[src/rtl/dmac_cfg_desc_slave_if.sv]
// AHB-Lite slave-side bus bundle for the DMAC descriptor store.
// Latency: none; this file only groups wires.
// Backpressure: HReadyOut from the slave stretches the data phase; HReady carries the bus-level ready back in.
// Ports: HSel/HAddr/HTrans/HWrite/HSize/HWData/HReady flow master->slave, HRData/HReadyOut/HResp flow slave->master.
interface dmac_cfg_desc_slave_if #(
   parameter int ADDR_W = 32
);
   logic              HSel;
   logic [ADDR_W-1:0] HAddr;
   logic [1:0]        HTrans;
   logic              HWrite;
   logic [2:0]        HSize;
   logic [31:0]       HWData;
   logic              HReady;
   logic [31:0]       HRData;
   logic              HReadyOut;
   logic              HResp;

   modport master (
      output HSel, HAddr, HTrans, HWrite, HSize, HWData, HReady,
      input  HRData, HReadyOut, HResp
   );

   modport slave (
      input  HSel, HAddr, HTrans, HWrite, HSize, HWData, HReady,
      output HRData, HReadyOut, HResp
   );
endinterface

[src/rtl/dmac_cfg_desc_slave.sv]
// AHB-Lite slave holding a 4-word DMA descriptor (SAddr, DAddr, TransSize, Ctrl) plus the DMA request handshake.
// Latency: WAIT_STATES data-phase wait cycles per transfer; errors take two data-phase cycles.
// Backpressure: HReadyOut low stretches the data phase; a new address phase is taken in the final data cycle.
// Ports: clk/rst (async, active-high); bus = AHB slave side; prog_we/prog_idx/prog_data = local descriptor
//        programming; start/req_ack/dmac_req = request handshake; busy = request pending; desc_done = Ctrl fetched.
module dmac_cfg_desc_slave #(
   parameter int                ADDR_W      = 32,
   parameter logic [ADDR_W-1:0] BASE_ADDR   = '0,
   parameter int                WAIT_STATES = 1
) (
   input  logic                  clk,
   input  logic                  rst,
   dmac_cfg_desc_slave_if.slave  bus,
   input  logic                  prog_we,
   input  logic [1:0]            prog_idx,
   input  logic [31:0]           prog_data,
   input  logic                  start,
   input  logic                  req_ack,
   output logic                  dmac_req,
   output logic                  busy,
   output logic                  desc_done
);

   typedef enum logic [2:0] {
      B_IDLE,
      B_WAIT,
      B_DATA,
      B_ERR1,
      B_ERR2
   } bus_st_t;

   typedef enum logic [1:0] {
      R_IDLE,
      R_REQ,
      R_SERVE
   } req_st_t;

   localparam logic [2:0] WS = 3'(WAIT_STATES);

   bus_st_t     bus_st_q;
   req_st_t     req_st_q;
   logic [2:0]  cnt_q;
   logic [1:0]  idx_q;
   logic        wr_q;
   logic [31:0] hrdata_q;
   logic        hready_q;
   logic        hresp_q;
   logic        dmac_req_q;
   logic        busy_q;
   logic        desc_done_q;
   logic [31:0] desc_q [4];
   logic [31:0] desc_d [4];

   logic        lock;
   logic        ahb_wr;
   logic        rd_done;
   logic        accept;
   logic        addr_err;
   logic        unused_htrans0;

   // HTrans[0] only separates BUSY from IDLE and NONSEQ from SEQ; neither matters here.
   assign unused_htrans0 = bus.HTrans[0];

   assign lock    = (req_st_q != R_IDLE);
   assign ahb_wr  = (bus_st_q == B_DATA) && wr_q && !lock;
   assign rd_done = (bus_st_q == B_DATA) && !wr_q;

   // Address phases are only taken when the data phase is idle or in its last cycle.
   assign accept   = bus.HSel && bus.HReady && bus.HTrans[1]
                     && (bus_st_q != B_WAIT) && (bus_st_q != B_ERR1);
   assign addr_err = (bus.HAddr[ADDR_W-1:4] != BASE_ADDR[ADDR_W-1:4])
                     || (bus.HAddr[1:0] != 2'b00)
                     || (bus.HSize != 3'b010);

   // Next descriptor contents; the AHB write is applied last so it wins a same-word collision.
   always_comb begin
      for (int i = 0; i < 4; i++) desc_d[i] = desc_q[i];
      if (prog_we && !lock) desc_d[prog_idx] = prog_data;
      if (ahb_wr)           desc_d[idx_q]    = bus.HWData;
   end

   always_ff @(posedge clk or posedge rst) begin
      if (rst) begin
         for (int i = 0; i < 4; i++) desc_q[i] <= '0;
      end else begin
         for (int i = 0; i < 4; i++) desc_q[i] <= desc_d[i];
      end
   end

   // Bus FSM. Read data is sampled from desc_d so a write committing on the same edge is forwarded.
   always_ff @(posedge clk or posedge rst) begin
      if (rst) begin
         bus_st_q <= B_IDLE;
         cnt_q    <= '0;
         idx_q    <= '0;
         wr_q     <= 1'b0;
         hrdata_q <= '0;
         hready_q <= 1'b1;
         hresp_q  <= 1'b0;
      end else begin
         case (bus_st_q)
            B_WAIT: begin
               if (cnt_q <= 3'd1) begin
                  bus_st_q <= B_DATA;
                  hready_q <= 1'b1;
                  if (!wr_q) hrdata_q <= desc_d[idx_q];
               end else begin
                  cnt_q <= cnt_q - 3'd1;
               end
            end
            B_ERR1: begin
               bus_st_q <= B_ERR2;
               hready_q <= 1'b1;
               hresp_q  <= 1'b1;
            end
            default: begin
               if (accept) begin
                  idx_q <= bus.HAddr[3:2];
                  wr_q  <= bus.HWrite;
                  if (addr_err) begin
                     bus_st_q <= B_ERR1;
                     hready_q <= 1'b0;
                     hresp_q  <= 1'b1;
                  end else if (WS == 3'd0) begin
                     bus_st_q <= B_DATA;
                     hready_q <= 1'b1;
                     hresp_q  <= 1'b0;
                     if (!bus.HWrite) hrdata_q <= desc_d[bus.HAddr[3:2]];
                  end else begin
                     bus_st_q <= B_WAIT;
                     cnt_q    <= WS;
                     hready_q <= 1'b0;
                     hresp_q  <= 1'b0;
                  end
               end else begin
                  bus_st_q <= B_IDLE;
                  hready_q <= 1'b1;
                  hresp_q  <= 1'b0;
               end
            end
         endcase
      end
   end

   // Request FSM: a completed Ctrl-word read while serving closes out the request.
   always_ff @(posedge clk or posedge rst) begin
      if (rst) begin
         req_st_q    <= R_IDLE;
         dmac_req_q  <= 1'b0;
         busy_q      <= 1'b0;
         desc_done_q <= 1'b0;
      end else begin
         desc_done_q <= 1'b0;
         case (req_st_q)
            R_IDLE: begin
               if (start) begin
                  req_st_q   <= R_REQ;
                  dmac_req_q <= 1'b1;
                  busy_q     <= 1'b1;
               end
            end
            R_REQ: begin
               if (req_ack) begin
                  req_st_q   <= R_SERVE;
                  dmac_req_q <= 1'b0;
               end
            end
            R_SERVE: begin
               if (rd_done && (idx_q == 2'd3)) begin
                  req_st_q    <= R_IDLE;
                  busy_q      <= 1'b0;
                  desc_done_q <= 1'b1;
               end
            end
            default: begin
               req_st_q   <= R_IDLE;
               dmac_req_q <= 1'b0;
               busy_q     <= 1'b0;
            end
         endcase
      end
   end

   assign bus.HRData    = hrdata_q;
   assign bus.HReadyOut = hready_q;
   assign bus.HResp     = hresp_q;
   assign dmac_req      = dmac_req_q;
   assign busy          = busy_q;
   assign desc_done     = desc_done_q;

endmodule

[src/flat_wrapper.sv]
// flat-port wrapper written by rule: the top's interface ports become plain ports
module dmac_cfg_desc_slave_flat 
#(
   parameter int                ADDR_W      = 32,
   parameter logic [ADDR_W-1:0] BASE_ADDR   = '0,
   parameter int                WAIT_STATES = 1
)
  (clk, rst, prog_we, prog_idx, prog_data, start, req_ack, dmac_req, busy, desc_done, bus_HSel, bus_HAddr, bus_HTrans, bus_HWrite, bus_HSize, bus_HWData, bus_HReady, bus_HRData, bus_HReadyOut, bus_HResp);
  dmac_cfg_desc_slave_if #(.ADDR_W(ADDR_W)) bus_i ();
  input  logic clk;
  input  logic rst;
  input  logic prog_we;
  input  logic [1:0] prog_idx;
  input  logic [31:0] prog_data;
  input  logic start;
  input  logic req_ack;
  output logic dmac_req;
  output logic busy;
  output logic desc_done;
  input wire logic [$bits(bus_i.HSel)-1:0] bus_HSel;
  input wire logic [$bits(bus_i.HAddr)-1:0] bus_HAddr;
  input wire logic [$bits(bus_i.HTrans)-1:0] bus_HTrans;
  input wire logic [$bits(bus_i.HWrite)-1:0] bus_HWrite;
  input wire logic [$bits(bus_i.HSize)-1:0] bus_HSize;
  input wire logic [$bits(bus_i.HWData)-1:0] bus_HWData;
  input wire logic [$bits(bus_i.HReady)-1:0] bus_HReady;
  output wire logic [$bits(bus_i.HRData)-1:0] bus_HRData;
  output wire logic [$bits(bus_i.HReadyOut)-1:0] bus_HReadyOut;
  output wire logic [$bits(bus_i.HResp)-1:0] bus_HResp;
  assign bus_i.HSel = bus_HSel;
  assign bus_i.HAddr = bus_HAddr;
  assign bus_i.HTrans = bus_HTrans;
  assign bus_i.HWrite = bus_HWrite;
  assign bus_i.HSize = bus_HSize;
  assign bus_i.HWData = bus_HWData;
  assign bus_i.HReady = bus_HReady;
  assign bus_HRData = bus_i.HRData;
  assign bus_HReadyOut = bus_i.HReadyOut;
  assign bus_HResp = bus_i.HResp;
  dmac_cfg_desc_slave #(.ADDR_W(ADDR_W), .BASE_ADDR(BASE_ADDR), .WAIT_STATES(WAIT_STATES)) u_core (.clk(clk), .rst(rst), .bus(bus_i), .prog_we(prog_we), .prog_idx(prog_idx), .prog_data(prog_data), .start(start), .req_ack(req_ack), .dmac_req(dmac_req), .busy(busy), .desc_done(desc_done));
endmodule
[config.mk]
export PLATFORM = sky130hd
export DESIGN_NAME = dmac_cfg_desc_slave_flat
export DESIGN_NICKNAME = d
export VERILOG_FILES = /design/src/rtl/dmac_cfg_desc_slave_if.sv /design/src/rtl/dmac_cfg_desc_slave.sv /design/src/flat_wrapper.sv
export SDC_FILE = /design/constraint.sdc
export NUM_CORES = 1
export LEC_CHECK = 0
export CAP_MARGIN = 30
export CORE_MARGIN = 2
export CORE_UTILIZATION = 59
export DETAILED_ROUTE_END_ITERATION = 16
export PLACE_DENSITY = 0.86
export SYNTH_ARGS = -nofsm -noshare
export SYNTH_HDL_FRONTEND = slang
export SYNTH_SLANG_ARGS = --single-unit
[constraint.sdc]
create_clock -name clk -period 12.4 [get_ports clk]
set_input_delay 2.48 -clock clk [delete_from_list [all_inputs] [get_ports clk]]
set_output_delay 2.48 -clock clk [all_outputs]
set_load 0.01 [all_outputs]
## Word-level counts from Yosys, hierarchy flattened

Index checks and enable logic that the tools add are counted.
W data, S select, Z words.

| operators by class | value |
|---|---|
| $add $sub $neg | 1 |
| order comparisons | 5 |
| equality and inequality tests | 15 |
| muxes and demuxes | 36 |
| bitwise gates (word level) | 7 |
| reductions and logical operators | 27 |

Operators with widths:

| operator | number |
|---|---|
| $bwmux W128 | 2 |
| $mux W128 | 2 |
| $demux W32 S2 | 2 |
| $mux W32 | 4 |
| $bmux W32 S2 | 1 |
| $reduce_bool A28 Y1 | 1 |
| $mux W3 | 4 |
| $pmux W3 S2 | 2 |
| $reduce_and A3 Y1 | 4 |
| $logic_and A1 B1 Y1 | 11 |
| $mux W2 | 5 |
| $mux W1 | 9 |
| $ne A2 B2 Y1 const B | 4 |
| $eq A3 B2 Y1 const B | 2 |
| $ge A3 B3 Y1 const B | 2 |
| $lt A3 B1 Y1 const B | 2 |
| $ne A3 B2 Y1 const B | 2 |
| $not A2 Y3 | 2 |
| $pmux W1 S3 | 2 |
| $pmux W2 S3 | 1 |
| $reduce_bool A2 Y1 | 3 |
| $not A1 Y1 | 5 |
| $eq A2 B2 Y1 const B | 2 |
| $ne A2 B1 Y1 const B | 2 |
| 12 further kinds | 15 |

| word-level totals | value |
|---|---|
| register bits | 176 |
| bits of input ports | 111 |
| output and inout port bits | 37 |
| word-level logic and storage cells | 106 |

## Logic depth before layout (Yosys ltp)

Gate-level depths: netlist of run 1.

| logic depth | value |
|---|---|
| word-level depth | 12 |
| depth in mapped cells | 8 |
| depth with buffers taken out | 7 |

## Worst setup path after synthesis of run 1

OpenSTA, ideal clock, no wires.

| timing | value |
|---|---|
| path type | input port to flip-flop |
| start point | input prog_idx[0] |
| end point | register u_core.hrdata_q[17] (netlist: u_core.bus.HRData[17]) |
| setup time | 0.088 ns |
| data arrival time | 3.906 ns |
| data required time | 12.312 ns |
| slack | 8.405 ns |
| stages | 7 |
| path buffers | 2 |
| cells stage by stage | nor2b_1 > clkbuf_1 > nand2_1 > buf_1 > mux2i_1 > a211o_1 > a41oi_1 |

| on the way | value |
|---|---|
| cells in the longest elaborated chain, start to end | 12 |
| elaborated cells on any way between the ends | 13 |
| those cells by class | 2 x order compare; 9 x mux; 1 x bitwise; 1 x reduce/logical |

RTL lines:

| element | line | source |
|---|---|---|
| start, declared | flat_wrapper.sv:13 | `input logic [1:0] prog_idx;` |
| $not A2 Y3 (implied by the code) * | dmac_cfg_desc_slave.sv:78 | `if (prog_we && !lock) desc_d[prog_idx] = prog_data;` |
| $ge A3 B3 Y1 (implied by the code) or $lt A3 B1 Y1 (tied branches) | dmac_cfg_desc_slave.sv:78 |  |
| $logic_and A1 B1 Y1 (implied by the code) | dmac_cfg_desc_slave.sv:78 |  |
| $mux W32 (implied by the code) | dmac_cfg_desc_slave.sv:78 |  |
| $demux W32 S2 * | dmac_cfg_desc_slave.sv:78 |  |
| $bwmux W128 * | dmac_cfg_desc_slave.sv:78 |  |
| $mux W128 * | dmac_cfg_desc_slave.sv:78 |  |
| $bwmux W128 | dmac_cfg_desc_slave.sv:79 | `if (ahb_wr) desc_d[idx_q] = bus.HWData;` |
| $mux W128 * | dmac_cfg_desc_slave.sv:79 |  |
| $bmux W32 S2 * | dmac_cfg_desc_slave.sv:106 | `if (!wr_q) hrdata_q <= desc_d[idx_q];` |
| $mux W32 (implied by the code) * (2 in series) | dmac_cfg_desc_slave.sv:106 |  |
| end signal, assigned | dmac_cfg_desc_slave.sv:106 |  |
| end signal, assigned | dmac_cfg_desc_slave.sv:128 | `if (!bus.HWrite) hrdata_q <= desc_d[bus.HAddr[3:2]];` |
| end, declared | dmac_cfg_desc_slave.sv:45 | `logic [31:0] hrdata_q;` |

Mark *: on every way between the ends. The rest lies on a longest branch, timed or not. The select of a mux whose other input is x is not followed.
A chain may end at the register's enable or synchronous reset.

## Worst setup path after layout of run 1

| timing | value |
|---|---|
| start point | input prog_idx[1] |
| end point | register u_core.hrdata_q[18] (netlist: u_core.bus.HRData[18]) |

The elaborated chain is that of the path after synthesis.

==> results.txt, run 1 <==
----------------------------------------------------
[Floorplan]
  Number of primary I/O pins ... 148
  Starting Density ... 60.1%
  Die span in x ... 134 µm
  Chip height ... 134 µm
  Total Die Area ... 17900 µm²
  FP Rows ... 47
  Core Box Area ... 16500 µm²

[Finish]
  # nets final ... 1269
  Area growth from synthesis to final layout ... 21.7%
  Filler cell count in the final layout ... 1198
  Antenna Cells ... 0
  Final Util ... 73.1%
  Final std cell area, no fill ... 12100 µm²
  Area occupied by multi-input gates ... 5010 µm²
  Layout cells sized above 1 ... 6.50%
  Flip-flop and latch area ... 4410 µm²

[STA]
  Count of final hold-check violations ... 0
  Worst relative slew slack ... 34.5%
  Post-route fraction of the period consumed by the critical path ... 40.2%
  Peak Freq ... 200 MHz
  Unrepaired setup endpoints after global routing ... false
  Setup clock skew after layout ... 0.00525 ns
  Worst hold slack after final layout ... 0.542 ns
  Sum of negative setup slack ... 0 ns
  Worst Setup Slack, final ... 7.41 ns
  Setup violators final ... 0
  Min cycle time layout ... 4.99 ns
  Worst-Margin Slew ... 0.980 ns
  Number of pins exceeding their max-slew limit in the final report ... 0

[Synthesis]
  Prevailing post-synth register cell ... dfrtp_1
  Number of enable-type register cells in the synthesized netlist ... 0
  Seq/Total Area, Yosys ... 44.4%
  Post-synth design cell area ... 9920 µm²
  Yosys synthesis warning count ... 0
  Unique masters post-synth ... 47
  Flip-flop and latch count after synthesis ... 176
  Synth Net Count ... 1182
  Cell count after synthesis ... 1069
  Fraction of synthesis flops using an asynchronous set or reset pin ... 100%
  Synthesized area per cell ... 9.28 µm²

[CTS]
  TritonCTS clock tree ... yes
  Cell chosen for the clock root ... clkbuf_16
  CTS Sinks ... 176
  Cts bufs inserted ... 17
  Number of hold buffers added after CTS ... 0
  Clock Pin Slew Worst Setup and Hold Paths ... 0.07 ns
  Depth of the CTS H-tree ... 4
  Post-CTS Setup Bufs ... 0
  Worst-skew pair later-pin latency ... 0.43 ns
  Post-CTS resize count ... 0
  Maximum clock insertion buffer count ... 2

[Power]
  Worst IR drop on VDD ... 0.121 mV
  PwrDens ... 215 nW/µm²
  Static power due to leakage ... 5.24 nW

[Min path]
  Path type of the worst min-delay path ... reg -> reg

[Worst setup path]
  Start-to-end type of the worst setup path ... in -> reg
  Peak fanout along the critical path ... 37
  CP endpoint kind ... flip-flop
  Arrival @ worst endpoint ... 5.33 ns
  Required time at the worst-slack endpoint ... 12.74 ns
  Startpoint Class ... primary input

[GRT]
  GRT overflow ... 0
  Wire length of the first global-routing pass ... 47200 µm
  Vias in the first global route ... 9364
  Global routing usage summed across all routing layers ... 33.4%
  Maximum number of pins on one net before global-route repair ... 97
  Antenna violations before repair ... 0

[Status]
  Outcome ... finished clean

[Placement]
  Pre-CTS WS ... 7.04 ns
  Placed wire-length estimate after detailed placement ... 16400 µm
  Last weighted congestion value of the routability-driven placer ... 0.781
  Total of buffers placed on input and output ports ... 146
  Total placed instance area ... 11500 µm²

[Drt]
  Routed length per placed instance ... 20.9 µm
  Count of vias placed by the detailed router ... 9362
  First-pass iteration count of the detailed router ... 5
  Overall routed net length ... 29000 µm
  Antenna violation net count after detailed routing ... 0
  Starting DRC count in detailed routing ... 1169
  Routed via count divided by cell count ... 6.74
  DRC errors left ... 0

[Flow run]
  Max-capacitance violation count ... 0

----------------------------------------------------
## area by class of cell
class | count | area share, %
Multi-Input combinational cell | 758 | 41.5
Sequential cell | 176 | 36.5
Timing Repair Buffer | 166 | 13.6
Clock buffer | 21 | 3.81
Tap cell | 220 | 2.28
Inverter | 37 | 1.19
Clock inverter | 11 | 1.13
## sequential cells by signal, indices dropped and copies added, names as in the netlist, 2 cells and up
| signal | count |
|---|---|
| u_core.desc_q | 128 |
| u_core.cnt_q | 3 |
| u_core.bus_st_q | 3 |
| u_core.idx_q | 2 |
| u_core.req_st_q | 2 |
| u_core.bus.HRData | 32 |
## metrics by stage
step,instances,power (W)
detailed placement,1357,0.00202
global placement,1355,0.00197
global route,1389,0.00275
finish,1389,0.00260
CTS,1389,0.00258
floorplan,1069,0.00166
## logic make-up after synthesis
family	after synthesis	share of synthesized area, %
flops	176	44.4
fa+ha+maj	2	0.252
compound gates	433	30.6
buf+inv	135	5.76
mux	62	6.29
simple gates	260	12.6
xor+xnor	1	0.0883
## cells in the mapped netlist (all sizes together), types with 3 or more instances
cell type	instances	area (µm²)
a221oi	3	26.3
nor4	7	43.8
and3	58	363
a211oi	120	901
clkbuf	64	240
nand4	3	18.8
or2	3	18.8
dfrtp	175	4380
a41oi	32	280
nor3b	3	27.5
a22oi	6	45.0
a21oi	65	325
mux2i	59	591
nor2	82	320
a211o	62	543
o32a	32	320
nand2	83	312
or3b	3	26.3
nand2b	4	25.0
o21ai	104	521
buf	34	193
mux2	3	33.8
inv	37	139
nor3	6	41.3
## power breakdown
part           switching, W  internal, W  leakage [nW]
clock              0.000226     0.000326         0.297
combinational      0.000567     0.000493          2.83
sequential         0.000147     0.000839          2.11
total              0.000940      0.00166          5.24
## routing by layer
metal	wire (µm)	part of all wire, %	track usage [%]
met5	0	0	0
met4	816	2.8	13.9
met3	2190	7.5	6.43
met2	14200	49	55.2
met1	11800	41	43.2
## worst max-delay path: stages
cell and delay, ns:
clkdlybuf4s50_1 0.54, and3b_1 0.19, buf_4 0.41, nand2_2 0.52, buf_4 0.44, mux2i_1 0.18
a211o_1 0.31, a41oi_1 0.23
## final timing paths
kind / start / endpoint / slack (ns) / depth (start not counted)
max: prog_idx[1] / u_core.bus.HRData[18] / 7.41 / 8
min: u_core.dmac_req / u_core.dmac_req / 0.54 / 2
max reg2reg: u_core.req_st_q[0] / u_core.desc_q[92] / 8.97 / 7
min reg2reg: u_core.dmac_req / u_core.dmac_req / 0.54 / 2
max in group asynchronous: rst / u_core.desc_q[81] / 8.61 / 4
min in group asynchronous: rst / u_core.desc_q[62] / 2.62 / 2
## layout by cell type (no fill, tap or decap), drive strengths merged, types with 4 or more instances in the layout
cell type / count
dfrtp: 175
a211oi: 120
clkbuf: 21
inv: 38
a22oi: 6
clkinv: 6
a211o: 62
o32a: 32
a41oi: 32
nor3: 6
clkdlybuf4s50: 146
nand2: 83
nor4: 7
mux2i: 59
nor2: 82
nand2b: 4
and3: 58
a21oi: 65
buf: 20
o21ai: 104
No activity file was read; power rests on OpenSTA's default activity.
==> run 2: changes to the inputs <==
--- a/config.mk
+++ b/config.mk
@@ -7,9 +7,9 @@
 export LEC_CHECK = 0
 export CAP_MARGIN = 30
 export CORE_MARGIN = 2
-export CORE_UTILIZATION = 59
+export CORE_UTILIZATION = 50
 export DETAILED_ROUTE_END_ITERATION = 16
-export PLACE_DENSITY = 0.86
+export PLACE_DENSITY = 0.78
 export SYNTH_ARGS = -nofsm -noshare
 export SYNTH_HDL_FRONTEND = slang
 export SYNTH_SLANG_ARGS = --single-unit
==> constraint.sdc (replaced) <==
create_clock -name clk -period 4.05 [get_ports clk]
set_input_delay 0.81 -clock clk [delete_from_list [all_inputs] [get_ports clk]]
set_output_delay 0.81 -clock clk [all_outputs]
set_load 0.01 [all_outputs]
==> run 2 against run 1 <==
  * Non-clock buffer count is 6 higher
  * Register-to-register slack worse by 7.7 ns
  * Cell area is 0.65% higher
  * Core utilization is 11 points lower
  * Critical path type unchanged
  * Worst hold slack worse by 0.022 ns
  * Die area is 17% higher
  * Clock power grew to 2.8 times the previous value
  * Worst setup slack worse by 6.4 ns
  * Sequential share of layout area is 0.24 points lower
  * Sequential power grew to 3.1 times the previous value
  * First-iteration DRC count is 14% lower
  * Final cell count is 3.7% higher
==> results.txt, run 2 (synthesis results as in run 1) <==
----------------------------------------------------
[Drt]
  Routed length per placed instance ... 20.3 µm
  DRC errors left ... 0
  Starting DRC count in detailed routing ... 1007
  Overall routed net length ... 29300 µm
  Routed via count divided by cell count ... 6.37
  Antenna violation net count after detailed routing ... 0
  First-pass iteration count of the detailed router ... 5
  Count of vias placed by the detailed router ... 9174

[Worst setup path]
  Required time at the worst-slack endpoint ... 4.39 ns
  Worst reg2reg endpoint ... u_core.desc_q[18]
  Slowest cell on crit path ... clkdlybuf4s50_1
  Startpoint Class ... primary input
  Max incr delay on CP ... 0.55 ns
  Worst reg2reg path depth ... 6
  CP endpoint kind ... flip-flop
  Cell-by-cell trace of the critical path ... clkdlybuf4s50_1 -> nor2b_2 -> nand2_2 -> buf_12 -> mux2i_1 -> a211o_1 -> a41oi_1
  Worst reg-to-reg setup slack ... 1.28 ns
  Arrival @ worst endpoint ... 3.43 ns
  Start-to-end type of the worst setup path ... in -> reg
  Peak fanout along the critical path ... 18
  Critical R2R Launch ... u_core.req_st_q[0]

[GRT]
  Vias in the first global route ... 8999
  GRT overflow ... 0
  Wire length of the first global-routing pass ... 46500 µm
  Antenna violations before repair ... 1
  Maximum number of pins on one net before global-route repair ... 177
  Global routing usage summed across all routing layers ... 28.5%

[Floorplan]
  Chip height ... 145 µm
  FP Rows ... 51
  Core Box Area ... 19500 µm²
  Starting Density ... 51.0%
  Die span in x ... 145 µm
  Total Die Area ... 21000 µm²
  Number of primary I/O pins ... 148

[STA]
  Worst Setup Slack, final ... 0.965 ns
  Sum of negative setup slack ... 0 ns
  Setup clock skew after layout ... 0.0165 ns
  Unrepaired setup endpoints after global routing ... false
  Worst relative slew slack ... 32.0%
  Min cycle time layout ... 3.08 ns
  Post-route fraction of the period consumed by the critical path ... 76.2%
  Setup violators final ... 0
  Count of final hold-check violations ... 0
  Peak Freq ... 324 MHz
  Number of pins exceeding their max-slew limit in the final report ... 0
  Worst-Margin Slew ... 1.02 ns

[Placement]
  Total of buffers placed on input and output ports ... 146
  Pre-CTS WS ... 0.589 ns
  Last weighted congestion value of the routability-driven placer ... 0.816
  Placed wire-length estimate after detailed placement ... 17400 µm

[CTS]
  Clock Pin Slew Worst Setup and Hold Paths ... 0.07 ns
  Cts bufs inserted ... 17
  Number of hold buffers added after CTS ... 0
  Maximum clock insertion buffer count ... 2
  Depth of the CTS H-tree ... 4
  Cell chosen for the clock root ... clkbuf_16
  TritonCTS clock tree ... yes
  Post-CTS resize count ... 0
  CTS Sinks ... 176
  Worst-skew pair later-pin latency ... 0.44 ns
  Post-CTS Setup Bufs ... 0

[Min path]
  Path type of the worst min-delay path ... reg -> reg
  End point of the most critical hold path ... u_core.dmac_req
  Worst Hold Path Cells ... 2
  Startpoint of the lowest-slack hold path ... u_core.dmac_req

[Finish]
  Commonest non-fill, non-tap cell in the layout ... dfrtp_1
  # nets final ... 1275
  Layout cells sized above 1 ... 6.81%
  Area growth from synthesis to final layout ... 22.5%
  Reg with most FFs ... u_core.desc_q
  Number of flip-flops in the largest register ... 128
  Top library cells by usage in the layout, fill and taps aside ... 175 x dfrtp_1, 146 x clkdlybuf4s50_1, 120 x a211oi_1
  Final Util ... 62.4%

[Status]
  Outcome ... finished clean

[Power]
  Static power due to leakage ... 5.22 nW
  PwrDens ... 642 nW/µm²
  Post-layout total power ... 0.00781 W
  Worst IR drop on VDD ... 0.364 mV

[Flow run]
  Max-capacitance violation count ... 0

----------------------------------------------------
run 2: final cells by class:
class                   count  area [µm²]
fillers                  1559        7310
multi-input cells         758        5010
flip-flops and latches    176        4410
repair buffers            172        1720
clock buffers              22         454
well taps                 265         332
inverters                  37         143
clock inverters            10        88.8
diodes                      1        2.50
run 2: where the power goes:
part	switching, W	leakage (nW)	total, W	internal, W
Combinational	0.00172	2.86	0.00324	0.00152
Clock	0.000696	0.256	0.00155	0.000859
Sequential	0.000444	2.11	0.00301	0.00257
run 2: worst max-delay path by stage:
stage	from	end	slack [ns]
2_1_floorplan	rst	u_core.bus.HRData[0]	0.99
3_3_place_gp	prog_idx[0]	u_core.bus.HRData[21]	0.60
3_5_place_dp	prog_idx[0]	u_core.bus.HRData[5]	0.59
4_1_cts	prog_idx[0]	u_core.bus.HRData[21]	1.05
5_1_grt	prog_idx[0]	u_core.bus.HRData[26]	0.89
6_report	prog_idx[0]	u_core.bus.HRData[3]	0.97
run 2: critical path: cells and delay by family:
| family | cells | cell delay (ns) |
|---|---|---|
| simple gates | 2 | 1.06 |
| buf+inv | 2 | 0.88 |
| compound gates | 2 | 0.52 |
| mux | 1 | 0.15 |
run 2: stage by stage:
step | instance area, µm² | cells | hold slack, ns
global placement | 11600 | 1408 | 0.497
CTS | 12100 | 1440 | 0.518
detailed placement | 11600 | 1408 | 0.504
floorplan | 9930 | 1069 | 0.491
finish | 12200 | 1441 | 0.521
global route | 12200 | 1441 | 0.549
run 2: layer usage:
layer  part of all wire (%)  up-vias  track usage [%]  wire [µm]
met3                    6.9       71             4.41       2020
met4                    3.0        0             12.6        885
met5                      0        -                0          0
met2                     48      435             46.7      14000
li1                       -     4244                -          -
met1                     42     4424             37.6      12300
==> run 3: changes to the inputs <==
--- a/config.mk
+++ b/config.mk
@@ -7,9 +7,9 @@
 export LEC_CHECK = 0
 export CAP_MARGIN = 30
 export CORE_MARGIN = 2
-export CORE_UTILIZATION = 50
+export CORE_UTILIZATION = 55
 export DETAILED_ROUTE_END_ITERATION = 16
-export PLACE_DENSITY = 0.78
+export PLACE_DENSITY = 0.81
 export SYNTH_ARGS = -nofsm -noshare
 export SYNTH_HDL_FRONTEND = slang
 export SYNTH_SLANG_ARGS = --single-unit
==> constraint.sdc (replaced) <==
create_clock -name clk -period 2.9 [get_ports clk]
set_input_delay 0.58 -clock clk [delete_from_list [all_inputs] [get_ports clk]]
set_output_delay 0.58 -clock clk [all_outputs]
set_load 0.01 [all_outputs]
==> run 3 against run 2 <==
  * Clock skew is 0.0086 ns lower
  * Core utilization grew 7.7 points
  * Final cell count shrank 1.1%
  * Critical path type is now reg -> reg
  * Largest power group unchanged
  * Highest routed layer unchanged
==> results.txt, run 3 (synthesis results as in run 1) <==
----------------------------------------------------
[Worst setup path]
  Required time at the worst-slack endpoint ... 3.26 ns
  Peak fanout along the critical path ... 37
  Start-to-end type of the worst setup path ... reg -> reg
  Worst reg2reg path depth ... 7
  Startpoint Class ... flip-flop
  Critical Path Source ... u_core.req_st_q[1]
  Critical R2R Launch ... u_core.req_st_q[1]
  CP endpoint kind ... flip-flop
  Worst reg-to-reg setup slack ... 0.42 ns
  Arrival @ worst endpoint ... 2.84 ns

[Finish]
  Flip-flop and latch area ... 4410 µm²
  Number of flip-flops in the largest register ... 128
  Filler cell count in the final layout ... 1338
  Final Util ... 70.1%
  Area growth from synthesis to final layout ... 26.1%
  Area occupied by multi-input gates ... 5000 µm²
  Top library cells by usage in the layout, fill and taps aside ... 175 x dfrtp_1, 146 x clkdlybuf4s50_1, 120 x a211oi_1
  Layout cells sized above 1 ... 8.54%
  Reg with most FFs ... u_core.desc_q
  Commonest non-fill, non-tap cell in the layout ... dfrtp_1
  # nets final ... 1296

[Drt]
  Antenna violation net count after detailed routing ... 0
  Overall routed net length ... 29100 µm
  Starting DRC count in detailed routing ... 861
  First-pass iteration count of the detailed router ... 6
  Routed length per placed instance ... 20.4 µm
  Count of vias placed by the detailed router ... 9409
  DRC errors left ... 0
  Routed via count divided by cell count ... 6.60

[GRT]
  Wire length of the first global-routing pass ... 46800 µm
  Global routing usage summed across all routing layers ... 30.0%
  Maximum number of pins on one net before global-route repair ... 65
  GRT overflow ... 0
  Vias in the first global route ... 9115
  Antenna violations before repair ... 1

[Status]
  Outcome ... finished clean

[Placement]
  Total of buffers placed on input and output ports ... 146
  Last weighted congestion value of the routability-driven placer ... 0.825
  Placed wire-length estimate after detailed placement ... 18700 µm

[Flow run]
  Max-capacitance violation count ... 0

[Min path]
  Path type of the worst min-delay path ... reg -> reg
  Worst Hold Path Cells ... 2
  Startpoint of the lowest-slack hold path ... u_core.dmac_req

[CTS]
  Cts bufs inserted ... 17
  Depth of the CTS H-tree ... 4
  TritonCTS clock tree ... yes
  Cell chosen for the clock root ... clkbuf_16
  Clock Pin Slew Worst Setup and Hold Paths ... 0.07 ns
  Post-CTS Setup Bufs ... 0
  Number of hold buffers added after CTS ... 0
  Worst-skew pair later-pin latency ... 0.44 ns
  Post-CTS resize count ... 0
  Maximum clock insertion buffer count ... 2
  CTS Sinks ... 176

[STA]
  Count of final hold-check violations ... 0
  Worst relative slew slack ... 37.1%
  Setup violators final ... 0
  Unrepaired setup endpoints after global routing ... false
  Worst-Margin Slew ... 0.943 ns
  Peak Freq ... 404 MHz
  Sum of negative setup slack ... 0 ns
  Number of pins exceeding their max-slew limit in the final report ... 0
  Post-route fraction of the period consumed by the critical path ... 85.4%
  Setup clock skew after layout ... 0.00786 ns
  Min cycle time layout ... 2.48 ns

[Power]
  PwrDens ... 925 nW/µm²
  Static power due to leakage ... 5.44 nW
  Worst IR drop on VDD ... 0.552 mV

[Floorplan]
  Core Box Area ... 17800 µm²
  Die span in x ... 138 µm
  FP Rows ... 49
  Total Die Area ... 19100 µm²
  Starting Density ... 55.6%
  Chip height ... 138 µm
  Number of primary I/O pins ... 148

----------------------------------------------------
## run 3: cell count changes in the layout (fill, tap and decap cells not counted)
cell	previous run	this run
clkbuf_8	1	4
clkinvlp_4	5	3
clkinv_2	4	2
nor2_4	6	5
bufinv_16	1	6
clkbuf_1	4	0
nand2b_2	2	0
buf_12	5	14
nor2_2	1	2
clkinv_4	1	0
nand2b_1	2	4
buf_4	21	33
## run 3: layer usage
layer	GRT usage (%)	vias to the layer above	routed length, µm
met3	5.89	83	2040
met1	39.7	4580	12300
li1	-	4279	-
met2	48.5	467	13900
met5	0	-	0
met4	13.2	0	852
## run 3: area by class of cell
class | count | share of cell area [%]
Timing Repair Buffer | 193 | 15.9
Clock buffer | 21 | 3.84
Antenna cell | 1 | 0.0200
Sequential cell | 176 | 35.2
Inverter | 37 | 1.14
Tap cell | 229 | 2.29
Multi-Input combinational cell | 758 | 39.9
Clock inverter | 10 | 1.64
## run 3: worst paths after layout
check	endpoint
worst max-delay path	u_core.desc_q[113]
worst min-delay path	u_core.dmac_req
worst max register to register	u_core.desc_q[113]
worst min register to register	u_core.dmac_req
max in group asynchronous	u_core.bus.HReadyOut
min in group asynchronous	u_core.bus.HRData[1]
## run 3: worst max-delay path, cell delays in order, from the launching register on
cell,delay (ns)
dfrtp_1,0.50
or3b_1,0.45
or2_4,0.41
buf_12,0.24
nor3_4,0.17
buf_4,0.32
a211oi_1,0.11
a21oi_1,0.16
## run 3: through the flow
step	hold slack [ns]	worst slack [ns]	instance area [µm²]	power [W]	std cells
after floorplan	0.491	0.0682	9930	0.00708	1069
after global placement	0.503	0.149	11800	0.00860	1393
after detailed placement	0.519	0.120	11800	0.00878	1393
after CTS	0.529	0.464	12500	0.0115	1424
after global routing	0.552	0.311	12500	0.0122	1425
final	0.527	0.422	12500	0.0116	1425
## run 3: power by group
| group | total (W) | switching, W | internal (W) | leakage, nW |
|---|---|---|---|---|
| Sequential | 0.00418 | 0.000596 | 0.00359 | 2.11 |
| Combinational | 0.00472 | 0.00248 | 0.00224 | 3.00 |
| Clock | 0.00267 | 0.000971 | 0.00170 | 0.331 |
